==> src/rtl/demux_1_16_secuencial.sv <==
`default_nettype none
// +----------------------------------------------------------------------------+
// | demux_1_16_secuencial: serial-to-parallel loader for one 16-word block      |
// | Revision: 1.0                                                              |
// +----------------------------------------------------------------------------+
module demux_1_16_secuencial #(
  parameter int BITS_DATOS = 8
) (
  input  logic                  reloj,
  input  logic                  reset_n,
  input  logic [BITS_DATOS-1:0] entrada,
  input  logic                  entrada_valida,
  output logic                  entrada_lista,
  input  logic                  bloque_tomado,
  input  logic                  reiniciar_bloque,
  output logic [3:0]            indice,
  output logic                  bloque_valido,
  output logic [BITS_DATOS-1:0] salida_1,
  output logic [BITS_DATOS-1:0] salida_2,
  output logic [BITS_DATOS-1:0] salida_3,
  output logic [BITS_DATOS-1:0] salida_4,
  output logic [BITS_DATOS-1:0] salida_5,
  output logic [BITS_DATOS-1:0] salida_6,
  output logic [BITS_DATOS-1:0] salida_7,
  output logic [BITS_DATOS-1:0] salida_8,
  output logic [BITS_DATOS-1:0] salida_9,
  output logic [BITS_DATOS-1:0] salida_10,
  output logic [BITS_DATOS-1:0] salida_11,
  output logic [BITS_DATOS-1:0] salida_12,
  output logic [BITS_DATOS-1:0] salida_13,
  output logic [BITS_DATOS-1:0] salida_14,
  output logic [BITS_DATOS-1:0] salida_15,
  output logic [BITS_DATOS-1:0] salida_16
);

  typedef enum logic [0:0] {
    LLENANDO = 1'b0,
    LLENO    = 1'b1
  } estado_t;

  localparam logic [3:0] c_ultimo = 4'd15;

  estado_t               r_estado;
  estado_t               w_estado_sig;
  logic [3:0]            r_indice;
  logic [3:0]            w_indice_sig;
  logic                  w_escribir;
  logic [BITS_DATOS-1:0] r_slots [16];

  always_comb begin
    w_estado_sig = r_estado;
    w_indice_sig = r_indice;
    w_escribir   = 1'b0;
    // An abort outranks everything, including a coincident transfer.
    if (reiniciar_bloque) begin
      w_estado_sig = LLENANDO;
      w_indice_sig = 4'd0;
    end else begin
      case (r_estado)
        LLENANDO: begin
          if (entrada_valida) begin
            w_escribir   = 1'b1;
            w_indice_sig = r_indice + 4'd1;
            if (r_indice == c_ultimo) begin
              w_estado_sig = LLENO;
            end
          end
        end
        LLENO: begin
          if (bloque_tomado) begin
            w_estado_sig = LLENANDO;
          end
        end
        default: begin
          w_estado_sig = LLENANDO;
          w_indice_sig = 4'd0;
        end
      endcase
    end
  end

  always_ff @(posedge reloj) begin
    if (!reset_n) begin
      r_estado <= LLENANDO;
      r_indice <= 4'd0;
      for (int i = 0; i < 16; i++) begin
        r_slots[i] <= '0;
      end
    end else begin
      r_estado <= w_estado_sig;
      r_indice <= w_indice_sig;
      if (w_escribir) begin
        r_slots[r_indice] <= entrada;
      end
    end
  end

  assign entrada_lista = (r_estado == LLENANDO);
  assign bloque_valido = (r_estado == LLENO);
  assign indice        = r_indice;

  assign salida_1  = r_slots[0];
  assign salida_2  = r_slots[1];
  assign salida_3  = r_slots[2];
  assign salida_4  = r_slots[3];
  assign salida_5  = r_slots[4];
  assign salida_6  = r_slots[5];
  assign salida_7  = r_slots[6];
  assign salida_8  = r_slots[7];
  assign salida_9  = r_slots[8];
  assign salida_10 = r_slots[9];
  assign salida_11 = r_slots[10];
  assign salida_12 = r_slots[11];
  assign salida_13 = r_slots[12];
  assign salida_14 = r_slots[13];
  assign salida_15 = r_slots[14];
  assign salida_16 = r_slots[15];

endmodule
`default_nettype wire

==> config.mk <==
export PLATFORM = sky130hd
export DESIGN_NAME = demux_1_16_secuencial
export DESIGN_NICKNAME = d
export VERILOG_FILES = /design/src/rtl/demux_1_16_secuencial.sv
export SDC_FILE = /design/constraint.sdc
export NUM_CORES = 1
export LEC_CHECK = 0
export CAP_MARGIN = 20
export CORE_UTILIZATION = 51
export CTS_CLUSTER_DIAMETER = 80
export CTS_CLUSTER_SIZE = 8
export DETAILED_ROUTE_END_ITERATION = 10
export PLACE_DENSITY_LB_ADDON = 0.15
export SLEW_MARGIN = 20
export SYNTH_ARGS = -nofsm -noshare
export SYNTH_HDL_FRONTEND = slang
export SYNTH_SLANG_ARGS = --single-unit
==> constraint.sdc <==
create_clock -name reloj -period 3.3 [get_ports reloj]
set_input_delay 0.66 -clock reloj [delete_from_list [all_inputs] [get_ports reloj]]
set_output_delay 0.66 -clock reloj [all_outputs]
set_load 0.01 [all_outputs]
---- Word level (Yosys, flattened, before mapping) ----
Memory sizes are Yosys's and may differ from the RTL's.
Index checks and enable logic that the tools add are counted.
operators by class
  mux-type cells .......................... 14
  reduce and logical (&&, ||, !) cells .... 3
  equal/unequal tests ..................... 1
  add/subtract/negate cells ............... 1
  bitwise gates (word level) .............. 2
operator list
  cell                   count
  $mux W1                11
  $mux W8                1
  $reduce_or A8 Y1       1
  $add A4 B1 Y4 const B  1
  $eq A4 B4 Y1 const B   1
  $mux W4                1
  $not A1 Y1             2
  $pmux W1 S2            1
  $reduce_and A2 Y1      1
  $reduce_or A2 Y1       1
word-level totals
  memories ................................ 1
  memory bits (writable) .................. 128
  input bits .............................. 13
  output and inout port bits .............. 134
  bits in registers ....................... 5
memory list
  memory   depth  bits a word  read ports  clocked after Yosys merged registers in  wr ports  line  RTL
  r_slots  16     8            16          0                                        16        48    logic [BITS_DATOS-1:0] r_slots [16];

---- Longest topological paths before layout ----
  depth in word-level cells ............... 8
  mapped depth ............................ 5

---- Worst setup path before layout ----
OpenSTA, ideal clock, no wires.
  kind .................................... input port to flip-flop
  from .................................... input reiniciar_bloque
  to ...................................... memory r_slots[3][0] (enable)
  arrival time ............................ 1,806 ps
  path slack .............................. 1,110 ps
  required time ........................... 2,916 ps
  stages .................................. 4
  cells stage by stage .................... and4bb_1 -> buf_6 -> nand2_4 -> o21ai_0
RTL lines
  item         line  RTL
  from (decl)  15    input logic reiniciar_bloque,
  to (decl)    48

---- Worst setup path after layout ----
  from .................................... register r_indice[2] (netlist: indice[2])
  to ...................................... output indice[2]
RTL lines
  item                    line  RTL
  from (decl)             45    logic [3:0] r_indice;
  from (signal assigned)  91    r_indice <= w_indice_sig;
  to (decl)               16    output logic [3:0] indice,
No word-level cell between the ends.

==> results.sh <==
export IMPL_grt_pass1_wl_mm=19.2
export IMPL_cap_violations=0
export IMPL_tightest_slew_ps=524
export IMPL_slowest_stage="clkdlybuf4s50_1"
export IMPL_cts_resized=0
export IMPL_multi_input_area_um2=928
export IMPL_cts_setup_buffers=0
export IMPL_timing_final_ws_setup_ps=961
export IMPL_grt_pass1_vias=3397
export IMPL_preCtsSetupSlack_ps=538
export IMPL_cts_tree="done"
export IMPL_yosysTopAreaCell="edfxtp_1"
export IMPL_max_freq_mhz=427
export IMPL_final_cell_count_no_fill=670
export IMPL_max_slew_margin_pct=65.0
export IMPL_critical_path_top_delay_family="buffers and inverters"
export IMPL_final_max_slew_viol_count=0
export IMPL_finalCoreUtilization_pct=77.2
export IMPL_start_util_pct=53.7
export IMPL_holdWs_ps=585
export IMPL_hold_path_class="reg2reg"
export IMPL_syn_area_um2=5050
export IMPL_worstSetupStartpointType="flip-flop"
export IMPL_path_max_fanout=11
export IMPL_cts_sinks=133
export IMPL_power_total_mw=4.16
export IMPL_grt_start_max_net_pins=37
export IMPL_clockRootBuffer="clkbuf_8"
export IMPL_die_width_um=102
export IMPL_wirelength_mm=12.7
export IMPL_place_inst=638
export IMPL_fin_skew_ps=5.35
export IMPL_p_per_area_nw_per_um2=573
export IMPL_regArea_um2=3940
export IMPL_htreeDepth=4
export IMPL_syn_inst=363
export IMPL_synth_seq_cells=133
export IMPL_clkLatencyLatePin_ps=520
export IMPL_antenna_found_initial=0
export IMPL_drc_errors=0
export IMPL_placed_area_um2=6640
export IMPL_synthMuxAreaShare_pct=0
export IMPL_nets=545
export IMPL_cp_arrival_ps=1680
export IMPL_synth_compound_area_share_pct=2.06
export IMPL_n_antenna_cell=0
export IMPL_period_share_pct=70.9
export IMPL_synth_area_top_cells="edfxtp_1 76%, nor2_1 9.7%, buf_6 2.9%"
export IMPL_post_synth_top_area_fraction_pct=76.1
export IMPL_drive_gt1_share_pct=9.43
export IMPL_setup_viol=0
export IMPL_vias=3505
export IMPL_cp_buffers_inverters=1
export IMPL_synth_fp_nets=380
export IMPL_synth_simple_area_share_pct=15.0
export IMPL_hold_viol_final=0
export IMPL_synth_cell_types=25
export IMPL_coreArea_um2=9420
export IMPL_syn_area_per_cell_um2=13.9
export IMPL_min_period_ps=2340
export IMPL_num_rows=35
export IMPL_cts_buffers=17
export IMPL_design_die_area_um2=10300
export IMPL_drt_wirelength_per_cell_um=19.0
export IMPL_cp_cell_sequence="clkdlybuf4s50_1"
export IMPL_status="complete, no violations"
export IMPL_ant_nets=0
export IMPL_io_pins=147
export IMPL_fill_cells=560
export IMPL_rsz0062_at_grt="no"
export IMPL_crit_path_end_kind="output port"
export IMPL_io_buffers=146
export IMPL_avgViaCountPerCell=5.23
export IMPL_ir_drop_v=0.000397
export IMPL_synth_fa_ha_area_share_pct=0.991
export IMPL_yosysSeqAreaShare_pct=78.1
export IMPL_area_growth_pct=43.9
export IMPL_clkSlewWorstSetupHoldPaths_ps=60
export IMPL_synth_top_family_by_area="simple AND/OR/NAND/NOR gates"
export IMPL_dr_pass1_iters=5
export IMPL_synth_warning_count=0
export IMPL_cts_hold_repair_buffers=0
export IMPL_gp_congestion=0.853
export IMPL_chipHeight_um=102
export IMPL_leakage_nw=2.57
export IMPL_clk_path_buf_depth=2
export IMPL_dp_hpwl_mm=8.83
export IMPL_crit_required_ps=2640
export IMPL_cpPeakStageDelay_ps=620
export IMPL_drtIter0Drc=257
export IMPL_grt_overflow_total=0
export IMPL_final_setup_tns_ps=0
export IMPL_path_class="reg2out"
export IMPL_fin_area_um2=7270
export IMPL_gr_usage_all_layers_pct=26.6
export IMPL_yosys_area_share_xor_xnor_pct=0.347
## state kept, by name (all words and copies together), names as in the netlist
name	cells
r_slots	128
indice	4
bloque_valido	1
## metal layers
layer  global-route usage (%)  wire [um]
met2                     43.8       6510
met1                     34.0       4800
met3                     6.28       1090
met4                     11.0        313
met5                        0          0
## logic make-up (layout without fill, tap and decap cells)
kind of cell             after synthesis  count (layout)
AO/OA/AOI/OAI                         20              20
XOR/XNOR                               2               2
adder cells (fa/ha/maj)                4               4
buffers and inverters                 21             199
flip-flops                           133             133
AND/OR/NAND/NOR                      183             183
## final cells by class
class	instances	area share, %
Multi-Input combinational cell	209	12.8
Clock buffer	19	5.80
Timing Repair Buffer	164	22.0
Inverter	3	0.155
Clock inverter	13	2.82
Tap cell	129	2.22
Sequential cell	133	54.3
## report_power, final
group / internal [mW] / total (mW) / switching [mW]
combinational: 0.129 / 0.250 / 0.122
clock: 1.30 / 1.99 / 0.684
sequential: 1.90 / 1.93 / 0.0243
total: 3.33 / 4.16 / 0.830
## cell usage in the layout, fill, tap and decap left out, types with 2 or more instances in the layout
master,synthesis,final
nor2_1,131,131
nand2_4,4,4
bufinv_16,0,5
nand2_1,35,35
a21oi_1,2,2
clkdlybuf4s50_1,0,146
nor2b_1,3,3
clkbuf_16,0,16
dfxtp_1,5,5
clkbuf_1,1,2
inv_1,3,3
edfxtp_1,128,128
clkinv_1,0,2
buf_4,0,18
clkinv_4,0,3
ha_1,4,4
nand2b_1,3,3
o21ai_0,17,17
## synth_stat cells
cell and n:
clkbuf_1 1, nor2b_1 3, inv_1 3, and2_1 1, buf_2 3, or2b_1 1
nand3_1 1, xnor2_1 1, xor2_1 1, o21ai_0 17, dfxtp_1 5, ha_1 4
edfxtp_1 128, a21oi_1 2, nand2b_1 3, nand3b_1 1, buf_6 13, or3_1 1
buf_1 1, nand2_4 4, nor2_1 131, or2_2 1, o32ai_1 1, nand2_1 35
and4bb_1 1
## path summary, 6_finish.rpt
path                                     from            end  slack (ps)  cells after the start
worst min-delay path            bloque_valido  bloque_valido         580                      2
worst max register to register  bloque_valido  r_slots[4][2]        1270                      4
worst min register to register  bloque_valido  bloque_valido         580                      2
worst max-delay path                indice[2]      indice[2]         960                      1
Note: power is estimated with default switching activity, not from simulation.
